[config.mk]
export PLATFORM = sky130hd
export DESIGN_NAME = fifo_reader
export DESIGN_NICKNAME = d
export VERILOG_FILES = /design/src/rtl/fifo_reader_pkg.sv /design/src/rtl/fifo_reader_skid.sv /design/src/rtl/fifo_reader.sv
export SDC_FILE = /design/constraint.sdc
export NUM_CORES = 1
export LEC_CHECK = 0
export CAP_MARGIN = 10
export CORE_MARGIN = 4
export CORE_UTILIZATION = 40
export CTS_BUF_LIST = sky130_fd_sc_hd__clkbuf_2
export CTS_CLUSTER_SIZE = 25
export DETAILED_ROUTE_END_ITERATION = 16
export HOLD_SLACK_MARGIN = 0.1
export PLACE_DENSITY = 0.67
export SYNTH_ARGS = -nofsm -noshare
export SYNTH_HDL_FRONTEND = slang
export SYNTH_SLANG_ARGS = --single-unit
[constraint.sdc]
create_clock -name in_clock -period 1.8 [get_ports in_clock]
set_input_delay 0.36 -clock in_clock [delete_from_list [all_inputs] [get_ports in_clock]]
set_output_delay 0.36 -clock in_clock [all_outputs]
set_load 0.02 [all_outputs]
[src/rtl/fifo_reader_pkg.sv]
// -----------------------------------------------------------------------------
// fifo_reader_pkg
//
// Shared types and constants for the fifo_reader read-side adapter.
//
// Contents:
//   occ_e       - occupancy of the 2-entry skid buffer (0, 1 or 2 words)
//   SKID_DEPTH  - number of words the skid buffer can hold
//   occ_words() - numeric word count for an occupancy value
//
// The optional transfer counter in fifo_reader is enabled by defining the
// macro FIFO_READER_COUNT_EN. This package does not depend on it.
// -----------------------------------------------------------------------------
package fifo_reader_pkg;

    // Buffered-word count. The numeric encoding equals the word count, so
    // occ_words() is a plain cast.
    typedef enum logic [1:0] {
        OCC_EMPTY = 2'd0,
        OCC_ONE   = 2'd1,
        OCC_TWO   = 2'd2
    } occ_e;

    // Two entries cover the single cycle of FIFO read latency: one word
    // being presented downstream plus one word arriving from the FIFO.
    localparam int SKID_DEPTH = 2;

    function automatic logic [1:0] occ_words(input occ_e occ);
        return 2'(occ);
    endfunction

endpackage : fifo_reader_pkg

[src/rtl/fifo_reader_skid.sv]
// -----------------------------------------------------------------------------
// fifo_reader_skid
//
// Two-entry head/tail skid buffer. The head is the word presented
// downstream; the tail holds a second word captured while the head is
// stalled. On a pop with two words buffered, the tail moves into the head.
//
// Ports:
//   in_clock    input   clock, rising edge
//   in_reset    input   synchronous, active-high reset
//   in_capture  input   in_data is written into the buffer at this edge
//   in_pop      input   the head word is consumed at this edge
//   in_data     input   word to capture
//   out_occ     output  current occupancy (registered)
//   out_head    output  head word (registered)
//
// The caller guarantees that capture never arrives while the buffer is
// full without a simultaneous pop, and that pop never arrives while the
// buffer is empty.
// -----------------------------------------------------------------------------
module fifo_reader_skid
    import fifo_reader_pkg::*;
#(
    parameter int DATA_WIDTH = 8
) (
    input  logic                  in_clock,
    input  logic                  in_reset,
    input  logic                  in_capture,
    input  logic                  in_pop,
    input  logic [DATA_WIDTH-1:0] in_data,
    output occ_e                  out_occ,
    output logic [DATA_WIDTH-1:0] out_head
);

    occ_e                  r_occ;
    logic [DATA_WIDTH-1:0] r_head;
    logic [DATA_WIDTH-1:0] r_tail;

    occ_e                  w_occ_next;
    logic [DATA_WIDTH-1:0] w_head_next;
    logic [DATA_WIDTH-1:0] w_tail_next;

    // State register.
    always_ff @(posedge in_clock) begin
        if (in_reset) begin
            // NOTE: the data entries are reset as well, not just the
            // occupancy: out_data is visible downstream and must read 0
            // after reset. With two entries this costs almost nothing.
            r_occ  <= OCC_EMPTY;
            r_head <= '0;
            r_tail <= '0;
        end else begin
            // NOTE: non-blocking assignments so every register samples the
            // values from before this edge, independent of statement order.
            r_occ  <= w_occ_next;
            r_head <= w_head_next;
            r_tail <= w_tail_next;
        end
    end

    // Next-state logic.
    always_comb begin
        // NOTE: hold-by-default on every variable first; any path that does
        // not assign them would otherwise infer a latch.
        w_occ_next  = r_occ;
        w_head_next = r_head;
        w_tail_next = r_tail;

        case ({in_capture, in_pop})
            2'b10: begin
                // Capture only: fill the first free slot.
                case (r_occ)
                    OCC_EMPTY: begin
                        w_head_next = in_data;
                        w_occ_next  = OCC_ONE;
                    end
                    OCC_ONE: begin
                        w_tail_next = in_data;
                        w_occ_next  = OCC_TWO;
                    end
                    default: ; // full: excluded by the take rule
                endcase
            end
            2'b01: begin
                // Pop only: advance the tail, or drain the last word.
                case (r_occ)
                    OCC_TWO: begin
                        w_head_next = r_tail;
                        w_occ_next  = OCC_ONE;
                    end
                    OCC_ONE: begin
                        w_occ_next  = OCC_EMPTY;
                    end
                    default: ; // empty: pop cannot occur without out_valid
                endcase
            end
            2'b11: begin
                // Capture and pop together: occupancy is unchanged. The new
                // word lands in the head if the pop leaves the buffer empty.
                case (r_occ)
                    OCC_TWO: begin
                        w_head_next = r_tail;
                        w_tail_next = in_data;
                    end
                    default: begin
                        w_head_next = in_data;
                        w_occ_next  = OCC_ONE;
                    end
                endcase
            end
            default: ; // neither: hold
        endcase
    end

    // Outputs come straight from the registers.
    always_comb begin
        out_occ  = r_occ;
        out_head = r_head;
    end

endmodule : fifo_reader_skid

[src/rtl/fifo_reader.sv]
// -----------------------------------------------------------------------------
// fifo_reader
//
// Read-side adapter for the synchronous fifo block. It issues take strobes
// to the FIFO and re-presents the returned words on a valid/ready stream.
// The FIFO has one cycle of read latency, so a two-entry skid buffer
// absorbs the word that is still in flight when downstream stalls. A
// continuously ready consumer therefore sees one word per cycle.
//
// Parameters:
//   DATA_WIDTH   word width; must match the attached FIFO
//   COUNT_WIDTH  transfer counter width (only with FIFO_READER_COUNT_EN)
//
// Ports:
//   in_clock       input   clock, rising edge
//   in_reset       input   synchronous, active-high reset (shared with FIFO)
//   in_fifo_empty  input   FIFO empty flag
//   in_fifo_data   input   FIFO read data, valid the cycle after a take
//   out_fifo_take  output  take strobe to FIFO (combinational)
//   out_valid      output  a word is available downstream
//   out_data       output  downstream word, stable while stalled
//   in_ready       input   downstream accepts out_data this cycle
//   out_count      output  accepted-transfer count, wraps
//                          (only with FIFO_READER_COUNT_EN)
//
// Build option:
//   FIFO_READER_COUNT_EN  when defined, adds COUNT_WIDTH and out_count.
// -----------------------------------------------------------------------------
module fifo_reader
    import fifo_reader_pkg::*;
#(
    parameter int DATA_WIDTH  = 8
`ifdef FIFO_READER_COUNT_EN
    ,
    parameter int COUNT_WIDTH = 16
`endif
) (
    input  logic                   in_clock,
    input  logic                   in_reset,
    input  logic                   in_fifo_empty,
    input  logic [DATA_WIDTH-1:0]  in_fifo_data,
    output logic                   out_fifo_take,
    output logic                   out_valid,
    output logic [DATA_WIDTH-1:0]  out_data,
    input  logic                   in_ready
`ifdef FIFO_READER_COUNT_EN
    ,
    output logic [COUNT_WIDTH-1:0] out_count
`endif
);

    // Set when a take was issued last cycle, so in_fifo_data holds a word
    // that must be captured at the coming edge.
    logic                  r_inflight;

    occ_e                  w_occ;
    logic [DATA_WIDTH-1:0] w_head;
    logic                  w_pop;
    logic [2:0]            w_level;
    logic                  w_take;

    // Downstream transfer this cycle.
    assign w_pop = out_valid & in_ready;

    // Words already owned by the adapter: buffered plus in flight.
    assign w_level = {1'b0, occ_words(w_occ)} + {2'b00, r_inflight};

    // Take only if, after this cycle's pop, there is still room for the
    // word the take will return. Written as level < depth + pop so the
    // arithmetic never underflows. Because pop is combinational here, a
    // stalled stream resumes taking in the same cycle in_ready rises.
    assign w_take = !in_reset && !in_fifo_empty
                 && (w_level < (3'(SKID_DEPTH) + {2'b00, w_pop}));

    assign out_fifo_take = w_take;

    always_ff @(posedge in_clock) begin
        if (in_reset) begin
            r_inflight <= 1'b0;
        end else begin
            r_inflight <= w_take;
        end
    end

    fifo_reader_skid #(
        .DATA_WIDTH (DATA_WIDTH)
    ) u_skid (
        .in_clock   (in_clock),
        .in_reset   (in_reset),
        .in_capture (r_inflight),
        .in_pop     (w_pop),
        .in_data    (in_fifo_data),
        .out_occ    (w_occ),
        .out_head   (w_head)
    );

    assign out_valid = (w_occ != OCC_EMPTY);
    assign out_data  = w_head;

`ifdef FIFO_READER_COUNT_EN
    logic [COUNT_WIDTH-1:0] r_count;

    // Counts accepted transfers; wraps naturally at 2^COUNT_WIDTH.
    always_ff @(posedge in_clock) begin
        if (in_reset) begin
            r_count <= '0;
        end else if (w_pop) begin
            r_count <= r_count + 1'b1;
        end
    end

    assign out_count = r_count;
`endif

endmodule : fifo_reader

Yosys cells after proc, flatten, opt, wreduce, memory -nomap -nowiden --
Cells that the tools add are included.
Operators by class: multipliers 0, shift operators 0, bitwise operators 1, muxes and demuxes 11, $add $sub $neg 2, equality and inequality tests 12, divide/modulo/power cells 0, $lt $le $gt $ge 1, reduce and logical (&&, ||, !) cells 11
Operators by type and width (number):
- 8-bit two-way mux | 5
- 8-bit one-hot mux with 3 select lines | 1
- 8-bit one-hot mux with 2 select lines | 1
- 2-bit one-hot mux with 2 select lines | 2
- 2-bit equality test, second input constant | 3
- 2-bit by 1-bit != test with 1-bit output, second input constant | 3
- 3-bit by 2-bit != test with 1-bit output, second input constant | 2
- 2-bit one-hot mux with 3 select lines | 1
- 3-bit AND reduction | 2
- 2-bit by 1-bit equality test with 1-bit output, second input constant | 2
- 2-bit != test, second input constant | 2
- 4-bit AND reduction | 1
- 2-bit nonzero test | 2
- 2-bit by 1-bit adder with 3-bit output | 1
- 2-bit by 1-bit adder with 3-bit output, first input constant | 1
- 3-bit < comparator | 1
- 3-bit nonzero test | 1
- 1-bit logical AND | 2
- 1-bit zero test | 2
- 2-bit zero test | 1
- 2-bit two-way mux | 1
- 1-bit bitwise AND | 1
Storage, ports and cells: RAM bits 0, input bits 12, logic and storage cells 42, memories kept 0, ROM bits 0, register bits 19, bits in latches 0

Depth between registers and ports, before layout --
depth in word-level cells 5, depth in mapped cells 6

Hierarchy --
From an unflattened synthesis, not the netlist that was laid out.
Second synthesis, totals: cell total of the unflattened synthesis 110, area total of the unflattened synthesis 1053.5 sq um
By module, submodules not included:
- fifo_reader_skid | sequential area each 360.3 sq um, cells each 102, instances 1, area an instance 959.7 sq um
- fifo_reader | sequential area each 20.0 sq um, cells each 8, instances 1, area an instance 93.8 sq um

Worst setup path after synthesis --
OpenSTA, ideal clock, no wires.
kind reg-to-output, start register r_inflight, end output out_fifo_take, stages on the path, launching flop included 5, path slack -0.111 ns, arrival time 1.551 ns, cell sequence dfxtp_1 ha_1 ha_1 o21ai_0 nor4b_1
On the way: longest elaborated chain between the ends 3
RTL lines:
- from (decl) | line fifo_reader.sv:54 | logic r_inflight;
- from (signal assigned) | line fifo_reader.sv:81 | r_inflight <= w_take;
- 2-bit by 1-bit adder with 3-bit output | line fifo_reader.sv:66 | assign w_level = {1'b0, occ_words(w_occ)} + {2'b00, r_inflight};
- 3-bit < comparator | line fifo_reader.sv:73 | && (w_level < (3'(SKID_DEPTH) + {2'b00, w_pop}));
- 1-bit logical AND | line fifo_reader.sv:73
- to (decl) | line fifo_reader.sv:42 | output logic out_fifo_take,
No other way between the ends.

Worst setup path after layout --
start register u_skid.r_occ[0], in the netlist u_skid.out_occ[0], end output out_fifo_take
On the way: longest elaborated chain between the ends 5
RTL lines:
- from (decl) | line fifo_reader_skid.sv:35 | occ_e r_occ;
- from (signal assigned) | line fifo_reader_skid.sv:55 | r_occ <= w_occ_next;
- 2-bit nonzero test | line fifo_reader.sv:97 | assign out_valid = (w_occ != OCC_EMPTY);
- 1-bit bitwise AND | line fifo_reader.sv:63 | assign w_pop = out_valid & in_ready;
- 2-bit by 1-bit adder with 3-bit output | line fifo_reader.sv:73
- 3-bit < comparator * | line fifo_reader.sv:73
- 1-bit logical AND * | line fifo_reader.sv:73
Mark *: on every way between the ends. The rest lies on a longest branch, timed or not.

==> flow_summary.html <==
<table>
<tr><th>Metric</th><th>Value</th></tr>
<tr><th colspan="2">Drt</th></tr>
<tr><td>Number of nets still failing antenna checks after routing</td><td>0</td></tr>
<tr><td>Detailed-routing iteration count for the pre-antenna-repair pass</td><td>4</td></tr>
<tr><td>Vias after detailed routing</td><td>802</td></tr>
<tr><td>Detailed Route Iter0 Violations</td><td>19</td></tr>
<tr><td>Wirelength per Cell</td><td>13.21 um</td></tr>
<tr><td>Drc violations</td><td>0</td></tr>
<tr><td>Via density per instance</td><td>~5.1</td></tr>
<tr><td>Detailed-route wire length</td><td>2.074 mm</td></tr>
<tr><th colspan="2">Setup path</th></tr>
<tr><td>Cell breakdown of the critical path</td><td>ha_4 -&gt; ha_4 -&gt; o21ai_2 -&gt; nor4b_4 -&gt; buf_4</td></tr>
<tr><td>Worst-path maximum fanout</td><td>2</td></tr>
<tr><td>Worst Path Arrival</td><td>approximately 1500 ps</td></tr>
<tr><td>Setup crit end</td><td>out_fifo_take</td></tr>
<tr><td>Most numerous cell on the critical path</td><td>ha_4</td></tr>
<tr><td>Endpoint of the worst register-to-register path</td><td>u_skid.out_head[7]</td></tr>
<tr><td>Length in cells of the worst reg-to-reg path</td><td>6</td></tr>
<tr><td>Biggest cell delay along the critical path</td><td>around 400 ps</td></tr>
<tr><td>R2r setup slk</td><td>about 260 ps</td></tr>
<tr><td>Cell family with most CP delay</td><td>flip-flops</td></tr>
<tr><td>Launching instance or port of the critical path</td><td>u_skid.out_occ[0]</td></tr>
<tr><td>Critical setup path kind</td><td>reg2out</td></tr>
<tr><td>Total number of cells along the worst setup path</td><td>5</td></tr>
<tr><td>Kind of end point of the critical path</td><td>primary output</td></tr>
<tr><td>Slowest library cell on the worst path</td><td>dfxtp_4</td></tr>
<tr><td>Number of buffers and inverters on the critical path</td><td>1</td></tr>
<tr><td>Critical register-to-register path startpoint</td><td>u_skid.out_occ[0]</td></tr>
<tr><td>Worst endpoint required time</td><td>around 1400 ps</td></tr>
<tr><td>Setup crit start kind</td><td>flop</td></tr>
<tr><th colspan="2">Pwr</th></tr>
<tr><td>Pwr dens</td><td>681.4 nW/um^2</td></tr>
<tr><td>Worst IR drop on VDD</td><td>approximately 0.00044 V</td></tr>
<tr><td>Overall power</td><td>0.8781 mW</td></tr>
<tr><td>Leakage Power</td><td>roughly 0.54 nW</td></tr>
<tr><th colspan="2">Die</th></tr>
<tr><td>Die outline height</td><td>between 50 and 60 um</td></tr>
<tr><td>Area enclosed by the die boundary</td><td>roughly 3100 sq um</td></tr>
<tr><td>Standard-cell row count</td><td>17</td></tr>
<tr><td>Initial Utilization</td><td>a little over two fifths</td></tr>
<tr><td>Top-level I/O count</td><td>22</td></tr>
<tr><td>Width of the die</td><td>~56 um</td></tr>
<tr><td>Standard cell core area</td><td>~2200 sq um</td></tr>
<tr><th colspan="2">Clocking</th></tr>
<tr><td>Number of setup buffers added after CTS</td><td>0</td></tr>
<tr><td>Clock transition at the register clock pins on the worst setup and hold paths after CTS</td><td>about 190 ps</td></tr>
<tr><td>Clock tree root buffer cell</td><td>clkbuf_2</td></tr>
<tr><td>Number of levels the H-tree was split into</td><td>1</td></tr>
<tr><td>Total clock buffers created by CTS</td><td>3</td></tr>
<tr><td>TritonCTS clock tree</td><td>built</td></tr>
<tr><td>Max Root-Sink Buffers</td><td>2</td></tr>
<tr><td>Worst-skew pair later-pin latency</td><td>between 300 and 400 ps</td></tr>
<tr><td>Sinks on Clock Net</td><td>19</td></tr>
<tr><td># hold bufs at CTS</td><td>0</td></tr>
<tr><th colspan="2">Synthesis</th></tr>
<tr><td>Count of state elements after synthesis</td><td>19</td></tr>
<tr><td>Number of enable-type register cells in the synthesized netlist</td><td>0</td></tr>
<tr><td>Cells taking the most area after synthesis</td><td>dfxtp_1 41%, mux2i_1 9.8%, nand2_1 6.9%, nor2_1 5.7%, a311oi_1 5.7%</td></tr>
<tr><td>Mux share of post-synthesis cell area</td><td>around a tenth</td></tr>
<tr><td>Net count after synthesis</td><td>approximately 110</td></tr>
<tr><td>Post-synth top area cell</td><td>dfxtp_1</td></tr>
<tr><td>Synthesized area</td><td>between 900 and 1000 sq um</td></tr>
<tr><td>Part of the Yosys area used for sequential elements</td><td>41.25%</td></tr>
<tr><td>Dominant combinational cell family by area after synthesis</td><td>compound AO/OA/AOI/OAI gates</td></tr>
<tr><td>Top cells by instance count after synthesis</td><td>19 x dfxtp_1, 17 x nand2_1, 14 x nor2_1</td></tr>
<tr><td>Adder and majority gate portion of the synthesized area</td><td>2.714%</td></tr>
<tr><td>Share of synthesized flip-flops with an asynchronous set or reset</td><td>0%</td></tr>
<tr><td>Number of warnings printed during yosys synthesis</td><td>0</td></tr>
<tr><td>Mapped Avg Cell Area</td><td>a little over 9 sq um</td></tr>
<tr><td>Top cell type's share of synthesized area</td><td>approximately two fifths</td></tr>
<tr><td>Post-synthesis share of cell area spent on xor and xnor gates</td><td>0.9498%</td></tr>
<tr><td>Top FF cell, synth</td><td>dfxtp_1</td></tr>
<tr><td>Number of unique standard cell types used by synthesis</td><td>28</td></tr>
<tr><td>Count leader, synth</td><td>dfxtp_1</td></tr>
<tr><td>Simple-gate portion of the synthesized area</td><td>19.40%</td></tr>
<tr><td>Area fraction in compound gates after synthesis</td><td>about a fifth</td></tr>
<tr><td>Gate count after technology mapping</td><td>99</td></tr>
<tr><th colspan="2">Final layout</th></tr>
<tr><td>Layout overhead on the synthesized area</td><td>39.76%</td></tr>
<tr><td>Final net count</td><td>~140</td></tr>
<tr><td>Fraction of final layout cells sized beyond drive strength 1</td><td>roughly 27%</td></tr>
<tr><td>Antenna cells</td><td>0</td></tr>
<tr><th colspan="2">Timing</th></tr>
<tr><td>Final Hold Slack</td><td>around 500 ps</td></tr>
<tr><td>Max-slew violations</td><td>0</td></tr>
<tr><td>Minimum clock period</td><td>1887 ps</td></tr>
<tr><td>RSZ-0062 raised after global routing</td><td>yes</td></tr>
<tr><td>Period utilization</td><td>104.8%</td></tr>
<tr><td>Actual transition at the worst max-transition pin</td><td>342.0 ps</td></tr>
<tr><td>Hold violation count in the final report</td><td>0</td></tr>
<tr><td>Final setup violating endpoints</td><td>1</td></tr>
<tr><td>Slew Limit Headroom</td><td>77.15%</td></tr>
<tr><td>Fmax</td><td>about 0.53 GHz</td></tr>
<tr><td>Worst-case clock skew</td><td>~2.4 ps</td></tr>
<tr><td>Least setup slack across all paths after layout</td><td>-87.09 ps</td></tr>
<tr><th colspan="2">Flow run</th></tr>
<tr><td>Max-capacitance violation count</td><td>0</td></tr>
<tr><th colspan="2">Global route</th></tr>
<tr><td>Number of global-route vias before repair</td><td>between 700 and 800</td></tr>
<tr><td>GRT Residual Overflow</td><td>0</td></tr>
<tr><td>Maximum number of pins on one net before global-route repair</td><td>20</td></tr>
<tr><td>GRT Total Usage</td><td>between 10 and 15%</td></tr>
<tr><td>Wire length of the first global-routing pass</td><td>3.532 mm</td></tr>
<tr><td>Number of antenna violations at the first check in global routing</td><td>0</td></tr>
<tr><th colspan="2">Place</th></tr>
<tr><td>Estimated wirelength of the detail-placed design</td><td>roughly 1.4 mm</td></tr>
<tr><td>Routability Congestion</td><td>around 0.74</td></tr>
<tr><td>Number of I/O port buffers</td><td>21</td></tr>
<tr><th colspan="2">Status</th></tr>
<tr><td>Failing checks</td><td>setup timing</td></tr>
<tr><td>Result of the run</td><td>finished with violations</td></tr>
<tr><th colspan="2">Worst hold path</th></tr>
<tr><td>Path class of the lowest-slack min-delay path</td><td>reg2reg</td></tr>
</table>
[power breakdown]
group          total (mW)  internal, mW  switching, mW
Combinational       0.230         0.118          0.112
Sequential          0.458         0.444         0.0145
Clock               0.190        0.0504          0.139
[area by class of cell]
cell class              count  area [sq um]
flip-flops and latches     19         389.1
fillers                   202         923.4
multi-input cells          71         528.0
clock inverters             1         5.005
inverters                   2         7.507
well taps                  28         35.03
repair buffers             33         309.0
clock buffers               3         15.01
[worst min-delay path, stage by stage (launching register included)]
cell	delay, ps
dfxtp_1	350
nand2_1	50
a311oi_1	70
[per-layer routing]
| layer | vias to the layer above | global-route usage, % | share of wire, % |
|---|---|---|---|
| li1 | 406 | - | - |
| met1 | 373 | 17.09 | 44 |
| met2 | 17 | 23.87 | 50 |
| met3 | 6 | 3.248 | 3.6 |
| met4 | 0 | 6.102 | 2.8 |
| met5 | - | 0 | 0 |
[how the worst min path moves through the flow]
stage                     cells past startpoint             start                 end  slack (ps)
after floorplan                               1     in_fifo_empty          r_inflight         440
after global placement                        2  u_skid.r_tail[4]  u_skid.out_head[4]         470
after detailed placement                      2  u_skid.r_tail[1]  u_skid.out_head[1]         480
after CTS                                     2  u_skid.r_tail[5]  u_skid.out_head[5]         500
after global routing                          2  u_skid.r_tail[5]  u_skid.out_head[5]         520
final                                         2  u_skid.r_tail[1]  u_skid.out_head[1]         500
[placed cells by master (no fill, tap or decap), types with 2 or more instances in the layout]
cell             Yosys  layout
a21oi_1              2       2
o21ai_4              2       2
dfxtp_1             19      16
clkdlybuf4s50_1      0      19
a311oi_1             6       6
buf_4                2      11
o21ai_2              1       2
nand2_1             17      17
ha_4                 0       2
a311oi_2             2       2
nor2_2               2       2
dfxtp_4              0       2
inv_1                2       2
mux2i_1              9       9
clkbuf_2             0       3
nor2_1              14      14
[stage by stage]
stage	instance area, sq um	util, %	setup slack, ps	TNS, ps	cells
6_report	1289	58.26	-87.09	-87.09	157
5_1_grt	1289	58.26	-164.5	-164.5	157
3_5_place_dp	1226	55.43	-529.6	-1124	153
2_1_floorplan	928.4	-	170.1	0	99
3_3_place_gp	1226	55.43	-504.5	-828.8	153
4_1_cts	1277	57.75	-97.38	-97.38	157
[registers in the layout, indices dropped and copies added (netlist names)]
name             cells
u_skid.out_head      8
u_skid.r_tail        8
u_skid.out_occ       2
r_inflight           1
[kinds of logic (layout without fill, tap and decap cells)]
| kind of cell | Yosys count | count (layout) |
|---|---|---|
| AOI/OAI and AO/OA | 20 | 20 |
| DFF | 19 | 19 |
| and+or+nand+nor | 39 | 39 |
| adders and majority gates | 2 | 2 |
| buffers and inverters | 9 | 39 |
| muxes | 9 | 9 |
| xor gates and xnor gates | 1 | 1 |
[repair_timing]
action / CTS / global route
setup endpoints to repair: 2 / 2
gates resized for setup: 17 / 5
pin swaps: 2 / 2
Power figures use the tool's default switching activity.
